$ cat src/rtl/timer_irq_ctrl.sv
// Interval timer with TH/TL/TCON bus registers
// and a PEND/SERV interrupt handshake toward Control.
module timer_irq_ctrl #(
  parameter logic [31:0] BASE_ADDR = 32'h4000_0000,
  parameter logic [31:0] TH_RESET  = 32'h0000_0000,
  parameter logic [31:0] TL_RESET  = 32'h0000_0000
) (
  input  logic        clk,
  input  logic        reset,
  input  logic [31:0] addr,
  input  logic [31:0] wdata,
  input  logic        mem_write,
  input  logic        mem_read,
  output logic [31:0] rdata,
  output logic        irq,
  input  logic        irq_ack,
  input  logic        iret,
  output logic        in_service
);

  typedef enum logic [1:0] {
    IDLE = 2'b00,
    PEND = 2'b01,
    SERV = 2'b10
  } state_t;

  state_t state;
  state_t stateNext;

  logic [31:0] th;
  logic [31:0] tl;
  logic        en;
  logic        ie;
  logic        st;
  logic        ovr;

  logic selTh;
  logic selTl;
  logic selTcon;
  logic wrTh;
  logic wrTl;
  logic wrTcon;
  logic tick;
  logic ovf;
  logic setSt;
  logic setOvr;
  logic want;

  assign selTh   = (addr == BASE_ADDR);
  assign selTl   = (addr == BASE_ADDR + 32'd4);
  assign selTcon = (addr == BASE_ADDR + 32'd8);

  assign wrTh   = mem_write & selTh;
  assign wrTl   = mem_write & selTl;
  assign wrTcon = mem_write & selTcon;

  // a bus write to TL suppresses this cycle's count
  assign tick   = en & ~wrTl;
  assign ovf    = tick & (tl == 32'hFFFF_FFFF);
  assign setSt  = ovf & ie;
  assign setOvr = setSt & st;
  assign want   = st & ie;

  // reload value register
  always_ff @(posedge clk or negedge reset) begin
    if (!reset) begin
      th <= TH_RESET;
    end else if (wrTh) begin
      th <= wdata;
    end
  end

  // counter: bus write wins, else count or reload
  always_ff @(posedge clk or negedge reset) begin
    if (!reset) begin
      tl <= TL_RESET;
    end else if (wrTl) begin
      tl <= wdata;
    end else if (tick) begin
      tl <= ovf ? th : tl + 32'd1;
    end
  end

  // control/status; overflow sets OR into any write
  always_ff @(posedge clk or negedge reset) begin
    if (!reset) begin
      en  <= 1'b0;
      ie  <= 1'b0;
      st  <= 1'b0;
      ovr <= 1'b0;
    end else if (wrTcon) begin
      en  <= wdata[0];
      ie  <= wdata[1];
      st  <= wdata[2] | setSt;
      ovr <= wdata[3] | setOvr;
    end else begin
      st  <= st | setSt;
      ovr <= ovr | setOvr;
    end
  end

  // handshake state register
  always_ff @(posedge clk or negedge reset) begin
    if (!reset) begin
      state <= IDLE;
    end else begin
      state <= stateNext;
    end
  end

  // handshake next-state; ack beats a software abort
  always_comb begin
    stateNext = IDLE;
    case (state)
      IDLE: stateNext = want ? PEND : IDLE;
      PEND: begin
        if (irq_ack) begin
          stateNext = SERV;
        end else if (!want) begin
          stateNext = IDLE;
        end else begin
          stateNext = PEND;
        end
      end
      SERV: begin
        if (iret) begin
          stateNext = want ? PEND : IDLE;
        end else begin
          stateNext = SERV;
        end
      end
      default: stateNext = IDLE;
    endcase
  end

  assign irq        = (state == PEND);
  assign in_service = (state == SERV);

  // combinational read mux
  always_comb begin
    rdata = 32'h0;
    if (mem_read) begin
      unique case (1'b1)
        selTh:   rdata = th;
        selTl:   rdata = tl;
        selTcon: rdata = {28'h0, ovr, st, ie, en};
        default: rdata = 32'h0;
      endcase
    end
  end

endmodule

$ cat config.mk
export PLATFORM = sky130hd
export DESIGN_NAME = timer_irq_ctrl
export DESIGN_NICKNAME = d
export VERILOG_FILES = /design/src/rtl/timer_irq_ctrl.sv
export SDC_FILE = /design/constraint.sdc
export NUM_CORES = 1
export LEC_CHECK = 0
export CAP_MARGIN = 30
export CORE_MARGIN = 2
export CORE_UTILIZATION = 55
export CTS_CLUSTER_DIAMETER = 30
export CTS_CLUSTER_SIZE = 16
export DETAILED_ROUTE_END_ITERATION = 10
export GPL_TIMING_DRIVEN = 0
export PLACE_DENSITY = 0.87
export SLEW_MARGIN = 40
export SYNTH_ARGS = -nofsm -noshare
export SYNTH_HDL_FRONTEND = slang
export SYNTH_SLANG_ARGS = --single-unit
export TNS_END_PERCENT = 20
$ cat constraint.sdc
create_clock -name clk -period 5.2 [get_ports clk]
set_clock_uncertainty 0.05 [all_clocks]
set_input_delay 0.78 -clock clk [delete_from_list [all_inputs] [get_ports clk]]
set_output_delay 0.78 -clock clk [all_outputs]
set_load 0.02 [all_outputs]
==> run_results.csv <==
group,metric,value,unit
layout,antenna_cells,0,
drt,viasPerCell,6.54,
worst_setup_path,required,4370,ps
clocking,cts_hold_buf,0,
drt,drc_errors,0,
pwr,switching_share,0.227,
yosys,synth_top_flop_cell,"dfrtp_1",
clocking,postCtsSetupBuffers,0,
clocking,clock_latency,350,ps
layout,utilization,0.756,
layout,final_cell_mix,"clkdlybuf4s50_1, dfrtp_1, nor2_1",
worst_setup_path,start_kind,"input port",
pwr,vdd_drop_max,129,uV
timing,min_period_over_period,0.919,
yosys,synthArstFlopShare,1.00,
pwr,pwr_density_cell,193,nW/um^2
timing,setup_viol,0,
die,die_x,94.1,microns
layout,final_nets,703,
timing,rsz0062_at_grt,"false",
status,status,"finished clean",
yosys,synth_area_leaders,"dfrtp_1, mux2_2, a22oi_1, nor2_1, nand2_1",
worst_setup_path,setup.worst_path.class,"in -> out",
die,num_rows,32,
die,initial_core_util,0.572,
pwr,p_comb_frac,0.074,
drt,dr.pass1.iters,5,
grt,antenna_found_initial,0,
clocking,cts_tree,"yes",
grt,overflow,0,
clocking,cts_buffers,9,
worst_setup_path,endpoint_kind,"primary output",
clocking,clkSinkCount,70,
grt,grt_first_pass_wirelength,24700,microns
die,core-area,7810,sq um
hold_path,hp-class,"in -> async",
die,fp.dieArea,8850,sq um
grt,grt_max_degree,53,
layout,drive_gt1_frac,0.102,
layout,syn_to_final_growth,32.3,%
die,die_height,94.1,microns
layout,final_common_cell,"clkdlybuf4s50_1",
yosys,synth-seq-cells,70,
drt,vias,4835,
die,ioPinCount,104,
timing,slew_headroom,0.355,
yosys,synth-edff-count,0,
place,place.gp.congestion,0.968,
clocking,clkTransAtPathRegs,80,ps
clocking,clk_path_buf_depth,2,
drt,first_iter_violations,453,
yosys,syn_avg_cell_area,8.63,sq um
timing,max_freq,0.209,GHz
place,numPortBuffers,103,
timing,finalCriticalPeriod,4780,ps
drt,wl,15800,microns
yosys,syn_inst,517,
pwr,seq_power_share,0.478,
timing,tightest_slew,962,ps
place,hpwl,11400,microns
yosys,synth_top_area_cell,"dfrtp_1",
yosys,seq_area_frac_synth,0.392,
timing,hold_viol_final,0,
pwr,p_switching,258,uW
yosys,synth_cell_types,52,
yosys,ys_warn_count,0,
drt,detail-route-antenna-nets,0,
worst_setup_path,crit_path_max_fanout,10,
yosys,synth_top_area_share,0.392,
run,cap_violations,0,
timing,final_max_slew_viol_count,0,
timing,fin_setup_tns,0,ps
grt,grtUsageTotal,0.365,
pwr,intPower,879,uW
clocking,root_buffer,"clkbuf_8",
clocking,postCtsResizedCells,0,
pwr,power_leakage,0.00219,uW
place,placed_cells,723,
yosys,syn_area,4460,sq um
grt,grt_pass1_vias,4813,
layout,stdcell_count,739,
clocking,h-tree-depth,3,
worst_setup_path,cp_data_arrival_time,3950,ps
yosys,syn_nets,588,
pwr,power_frac_clock,0.448,
drt,wl_per_cell,21.3,microns
[layout make-up]
cell class                      instances  area (sq um)
Sequential cell                        70          1750
Inverter                               12          45.0
Buffer                                 34           135
Tap cell                              102           128
Timing Repair Buffer                  104          1060
Fill cell                             581          1900
Clock inverter                          5          82.6
Multi-Input combinational cell        401          2560
Clock buffer                           11           141
[metal layers]
metal,global-route usage,vias up,wire length [microns]
li1,-,2181,-
met3,0.0682,48,1450
met4,0.161,0,435
met5,0,-,0
met2,0.589,287,7460
met1,0.480,2319,6420
[critical path, cell delays in order]
cell and delay [ps]:
clkdlybuf4s50_1 440, nor4_1 430, nand4_1 240, nor4_4 660
clkbuf_1 510, a22oi_1 160, nor2_1 120, clkdlybuf4s50_1 610
[metrics by stage]
step	cell area, sq um	power [uW]	setup WS [ps]	hold slack [ps]
floorplan	4460	561	1830	420
global placement	5620	633	284	442
detailed placement	5670	639	462	461
CTS	5900	1130	462	204
global route	5900	1160	177	213
finish	5900	1140	422	200
[registers in the layout, indices dropped and copies added, names as in the netlist]
register / count
tl: 32
st: 1
state: 2
ovr: 1
th: 32
ie: 1
en: 1
[power groups by stage]
stage / clock, uW / sequential, uW / combinational (uW)
detailed placement: 0 / 555 / 84.0
CTS: 504 / 544 / 84.1
floorplan: 0 / 555 / 6.64
global placement: 0 / 555 / 78.4
finish: 509 / 544 / 84.4
global route: 526 / 544 / 90.2
[Yosys cell counts, drive strengths merged, types with 2 or more instances]
cell	n
dfrtp	70
nor2	58
nand2	53
a22oi	38
mux2	30
clkbuf	29
o21ai	27
a21oi	24
nand4	23
nor4	21
nor3	18
inv	11
nand3	11
and4	9
a31oi	8
nor2b	8
o31ai	8
xor2	7
a21o	5
buf	5
or4	5
xnor2	5
and3	4
and2	3
mux2i	3
o31a	3
or3	3
a211o	2
a211oi	2
a221oi	2
a311o	2
a311oi	2
nand2b	2
nor4b	2
o211ai	2
o22a	2
[cells by family after synthesis]
group	after synthesis	share of synthesized area
AOI/OAI and AO/OA	134	0.201
xor gates and xnor gates	12	0.0235
adders and majority gates	1	0.00280
buffers and inverters	46	0.0404
DFF	70	0.392
muxes	33	0.0824
and+or+nand+nor	221	0.257
[worst paths after layout]
| path | depth (start not counted) | endpoint | start | slack, ps |
|---|---|---|---|---|
| worst max-delay path | 8 | rdata[21] | addr[18] | 420 |
| worst min-delay path | 1 | tl[12] | reset | 200 |
| worst max register to register | 6 | tl[10] | tl[0] | 2290 |
| worst min register to register | 2 | st | st | 490 |
| max in group asynchronous | 2 | th[25] | reset | 4380 |
| min in group clk | 2 | st | st | 490 |
No activity file was read; power rests on OpenSTA's default activity.
